File: src/rtl/dmem_arbiter.sv
// Shares the single-port data memory between the CPU MEM-stage port and a DMA/debug port.
// CPU wins by default; a saturating starvation counter forces a DMA grant after MAX_WAIT denials.
module dmem_arbiter #(
    parameter int MAX_WAIT = 4,
    parameter int CW       = 8
) (
    input  logic        clk,
    input  logic        reset,
    input  logic        cpu_req,
    input  logic        cpu_we,
    input  logic [31:0] cpu_a,
    input  logic [31:0] cpu_wd,
    output logic [31:0] cpu_rd,
    output logic        cpu_stall,
    input  logic        dma_req,
    input  logic        dma_we,
    input  logic [31:0] dma_a,
    input  logic [31:0] dma_wd,
    output logic [31:0] dma_rd,
    output logic        dma_ack,
    output logic        mem_we,
    output logic [31:0] mem_a,
    output logic [31:0] mem_wd,
    input  logic [31:0] mem_rd
);

    typedef struct packed {
        logic        we;
        logic [31:0] a;
        logic [31:0] wd;
    } mem_req_t;

    localparam logic [CW-1:0] STARVE_MAX = CW'(MAX_WAIT);

    logic [CW-1:0] starve;
    logic          force_dma;
    logic          gnt_dma;
    logic          gnt_cpu;
    mem_req_t      cpu_mreq;
    mem_req_t      dma_mreq;
    mem_req_t      mem_mreq;

    assign cpu_mreq = '{we: cpu_we, a: cpu_a, wd: cpu_wd};
    assign dma_mreq = '{we: dma_we, a: dma_a, wd: dma_wd};

    // Grants are suppressed while reset is held so nothing reaches dmem.
    assign force_dma = (starve == STARVE_MAX);
    assign gnt_dma   = ~reset & dma_req & (~cpu_req | force_dma);
    assign gnt_cpu   = ~reset & cpu_req & ~gnt_dma;

    always_comb begin
        mem_mreq = '0;
        if (gnt_dma)
            mem_mreq = dma_mreq;
        else if (gnt_cpu)
            mem_mreq = cpu_mreq;
    end

    assign mem_we    = mem_mreq.we;
    assign mem_a     = mem_mreq.a;
    assign mem_wd    = mem_mreq.wd;

    assign cpu_rd    = mem_rd;
    assign dma_rd    = mem_rd;
    assign cpu_stall = ~reset & cpu_req & ~gnt_cpu;
    assign dma_ack   = gnt_dma;

    // Dropping the DMA request forfeits any accumulated wait.
    always_ff @(posedge clk) begin
        if (reset)
            starve <= '0;
        else if (!dma_req || gnt_dma)
            starve <= '0;
        else if (starve != STARVE_MAX)
            starve <= starve + CW'(1);
    end

endmodule

File: config.mk
export PLATFORM = sky130hd
export DESIGN_NAME = dmem_arbiter
export DESIGN_NICKNAME = d
export VERILOG_FILES = /design/src/rtl/dmem_arbiter.sv
export SDC_FILE = /design/constraint.sdc
export NUM_CORES = 1
export LEC_CHECK = 0
export ABC_AREA = 1
export CORE_AREA = 4 4 113 115
export CTS_BUF_LIST = sky130_fd_sc_hd__clkbuf_4
export DETAILED_ROUTE_END_ITERATION = 8
export DIE_AREA = 0 0 117 119
export PLACE_DENSITY = 0.68
export RECOVER_POWER = 25
export SLEW_MARGIN = 40
export SYNTH_ARGS = -nofsm -noshare
export SYNTH_HDL_FRONTEND = slang
export SYNTH_SLANG_ARGS = --single-unit
File: constraint.sdc
create_clock -name clk -period 2.1 [get_ports clk]
set_clock_uncertainty 0.05 [all_clocks]
set_input_delay 0.63 -clock clk [delete_from_list [all_inputs] [get_ports clk]]
set_output_delay 0.63 -clock clk [all_outputs]
set_load 0.1 [all_outputs]
# After elaboration in Yosys (flattened, before gate mapping)
# Index checks and enable logic that the tools add are counted.
op_classes:
  addsub: 1
  n_eq_ne: 2
  muxes: 2
  n_bitwise: 10
  n_reduce_logical: 3
ops:
  columns: ["operator", "n"]
  rows:
  - ["65-bit 2-to-1 mux", 2]
  - ["8-bit by 1-bit adder with 8-bit output, second input constant", 1]
  - ["8-bit by 3-bit equality test with 1-bit output, second input constant", 1]
  - ["8-bit by 3-bit != test with 1-bit output, second input constant", 1]
  - ["1-bit AND", 5]
  - ["1-bit NOT", 4]
  - ["2-bit OR reduction", 1]
  - ["1-bit zero test", 1]
  - ["1-bit logical OR", 1]
  - ["1-bit OR", 1]
totals:
  regBits: 8

# Depth between registers and ports, before layout
logic_depth:
  word_depth: 7
  mapped_depth: 9

# Worst setup path after synthesis
# No wires, ideal clock.
synth_timing:
  path_type: "input -> output"
  startpoint: "input dma_req"
  endpoint: "output cpu_stall"
  t_arrival_ns: 2.065
  setup_slack_ns: -0.645
  stages: 7
  n_path_buf: 1
  path_cell_list: "inv_1 -> nor2_2 -> nand2_1 -> buf_6 -> inv_2 -> nand2_1 -> inv_1"
synth_between:
  elab_chain_len: 6
synth_rtl:
  columns: ["item", "line", "rtl"]
  rows:
  - ["from (decl)", "15", "input logic dma_req,"]
  - ["1-bit AND (2 in series)", "48", "assign gnt_dma = ~reset & dma_req & (~cpu_req | force_dma);"]
  - ["named net dma_ack", "20", "output logic dma_ack,"]
  - ["1-bit NOT", "49", "assign gnt_cpu = ~reset & cpu_req & ~gnt_dma;"]
  - ["1-bit AND", "49", null]
  - ["1-bit NOT", "65", "assign cpu_stall = ~reset & cpu_req & ~gnt_cpu;"]
  - ["1-bit AND", "65", null]
  - ["to (decl)", "14", "output logic cpu_stall,"]
# The timed path passes the listed nets, and every way through them passes these cells.

# Final worst setup path
layout_timing:
  startpoint: "register starve[0]"
  endpoint: "output mem_wd[7]"
layout_between:
  elab_chain_len: 7
layout_rtl:
  columns: ["item", "line", "rtl"]
  rows:
  - ["from (decl)", "35", "logic [CW-1:0] starve;"]
  - ["from (signal assigned)", "75", "starve <= starve + CW'(1);"]
  - ["8-bit by 3-bit equality test with 1-bit output *", "47", "assign force_dma = (starve == STARVE_MAX);"]
  - ["1-bit OR *", "48", null]
  - ["1-bit AND *", "48", null]
  - ["1-bit NOT", "49", null]
  - ["1-bit AND", "49", null]
  - ["65-bit 2-to-1 mux", "55", "else if (gnt_cpu)"]
  - ["65-bit 2-to-1 mux *", "53", "if (gnt_dma)"]
  - ["to (decl)", "23", "output logic [31:0] mem_wd,"]
# Every way passes the cells marked *; elsewhere a longest branch is shown, timed or not.

==> results.md <==
- Largest net degree at the start of global routing: 33
- CTS tree: done
- DRC errors left: 0
- Max incr delay on CP: 0.32 ns
- Peak supply drop: 0.0002868 V
- IO Pins: 297
- Min-delay worst type: register to register
- Vias in the first global route: 3263
- Number of port buffers: 200
- CP Capture Type: output port
- Psw: 1.042 mW
- Final Non-Filler Cells: 647
- Grt total ovfl: 0
- Filler Cells Inserted: 1036
- Vias per Instance: 4.685
- Violated checks: setup timing
- Synth cell count leaders: nand3_1 (135), nand2_1 (74), buf_4 (70)
- Share of the synthesized area in the top cell type: 34.66%
- RSZ-0062 raised after global routing: true
- Die area: 13920 um2
- Clk_lat worst skew: 0.25 ns
- Worst-path cell chain: inv_2 > ha_4 > nand3_4 > o21ai_4 > nand2_4 > buf_6 > buf_12 > nand3_2 > nand2_4 > buf_12
- GPL Wtd Cong: 0.7547
- Hold buffer count at CTS: 0
- Post-DP HPWL: 7.847 mm
- Relative slew slack: 79.68%
- Syn Inst Count: 343
- Area leader, netlist: nand3_1
- Initial core utilization: 16.50%
- CP Class: register to output port
- First-pass GRT wire length: 17.48 mm
- Sw frac: 51.74%
- Post-DR wirelength/cell: 19.11 um
- Inserted Diodes: 0
- Post-synth EDFFs: 0
- Fin worst setup slack: -0.4052 ns
- Largest reg by FF count: starve
- Comb power frac: 86.7%
- Most used DFF post-synth: dfxtp_1
- CTS buffer count: 3
- Post-route ant nets: 0
- Biggest regs: starve (8)
- Max reg flops: 8
- Area growth syn-to-layout: 225.1%
- Status: finished, violations left
- Hold Vio Cnt, Final: 0
- DRT iter0 DRCs: 112
- Core footprint: 11810 um2
- MaxCap Viol Count: 0
- Yosys cell types: 19
- First drt pass iteration count: 4
- Final setup viols: 67
- Area after DPL: 4921 um2
- Slew @ Worst Pin: 0.3048 ns
- DIE WIDTH: 117 um
- CP startpoint kind: register
- Seq/Total Area, Yosys: 8.216%
- Chip height: 119 um
- Crit-path slowest cell: dfxtp_2
- Post-Route WL: 12.36 mm
- CTS clock-pin slew for the worst setup and hold paths: 0.05 ns
- Clock share of power: 5.6%
- Reg area: 162.7 um2
- #FFs+latches synth: 8
- Crit path time final: 2.505 ns
- Clock sinks: 8
- Finished Cell Area: 6337 um2
- Fraction of layout cells with a size suffix above 1: 59.20%
- Finished Core Util: 53.65%
- Total GRT Usage: 15.82%
- CTS max path bufs: 2
- CP Max Fanout: 16
- Synthesized cell area: 1949 um2
- Multi-input gate area in the final layout: 2456 um2
- Syn avg cell area: 5.683 um2
- Initial antenna violation count: 0
- Max Transition Viols Final: 0
- Synth async-reset ratio: 0%
- Top-count cell post-synth: nand3_1
- Ys Warns: 0
- Synth Net Count: 511
- Root buffer cell: clkbuf_4
- Via count: 3031
- Cell internal pwr: 0.9721 mW
- CP Data Arrival Time: 1.83 ns
- Area contributors post-synth: nand3_1 (35%), buf_4 (27%), nand2_1 (14%)
- Seq pwr share: 7.6%
- Required time of the critical path: 1.42 ns
- Row count: 40
- Nets: 670
- Worst R2R Path Depth: 9
- Total placed cells including tap cells: 617
- Cells on Worst Hold Path: 2
- Fin crit share: 119.3%
- FMAX: 0.3992 GHz
- Setup TNS: -24.80 ns
- Leak Pwr: 2.361 nW
- Pwr per Cell Area: 317.8 nW/um2
- H-tree levels: 1
[layout by cell type, fill, tap and decap left out, types with 5 or more instances in the layout]
master	n
buf_16	9
nand3_4	45
buf_4	17
inv_1	5
dfxtp_1	6
buf_6	6
buf_12	80
nand3_1	37
nor2_1	9
clkdlybuf4s50_1	130
nand2_1	7
nand3_2	53
nand2_4	67
[power by group through the flow]
stage	clock network, mW	logic, mW	registers (mW)
2_1_floorplan	0	1.40	0.157
3_3_place_gp	0	1.46	0.157
3_5_place_dp	0	1.48	0.157
4_1_cts	0.117	1.70	0.154
5_1_grt	0.122	1.80	0.154
6_report	0.114	1.75	0.154
[per-layer routing]
| metal | GRT usage [%] | part of all wire, % |
|---|---|---|
| met2 | 29.80 | 56 |
| met5 | 0 | 0 |
| met4 | 2.867 | 2.0 |
| met1 | 17.60 | 34 |
| met3 | 4.116 | 8.2 |
[critical path: cells and delay by family (launching register included)]
kind	cells	cell delay, ns
buf+inv	4	0.54
simple gates	4	0.35
flops	1	0.32
compound gates	1	0.21
fa+ha+maj	1	0.13
[cell type report]
type	instances	share of cell area, %
clock buffer	3	0.3554
multi-input combinational	232	38.76
sequential	8	2.567
timing repair buffer	246	54.33
inverter	11	1.086
tap	147	2.902
[repair_timing]
item	4_1_cts	5_1_grt
cloned	11	2
buffers inserted	14	1
pin swaps	25	7
hold endpoints to repair	0	0
resized for setup	144	43
endpoints found under the setup margin	67	67
[kinds of logic (layout without fill, tap and decap cells)]
kind of cell	count (synthesis)	count (layout)	synth area share, %
fa+ha+maj	2	2	1.283
xor+xnor	4	4	1.798
buf+inv	103	260	35.75
compound gates	4	4	1.219
flops	8	8	8.215
simple gates	222	222	51.73
[stage by stage]
stage                     hold WS (ns)  power, mW  setup slack (ns)
final                           0.4486      2.014           -0.4052
after global routing            0.4731      2.076           -0.4795
after CTS                       0.4477      1.971           -0.3983
after detailed placement        0.4409      1.635           -0.7420
after global placement          0.4102      1.621           -0.7050
after floorplan                 0.3564      1.554          -0.06694
[path summary, 6_finish.rpt]
kind,endpoint,startpoint,slack [ns]
worst max-delay path,mem_wd[7],starve[0],-0.41
worst min-delay path,starve[7],starve[7],0.45
worst max register to register,starve[2],starve[0],0.55
worst min register to register,starve[7],starve[7],0.45
(Power assumes the default switching activity.)
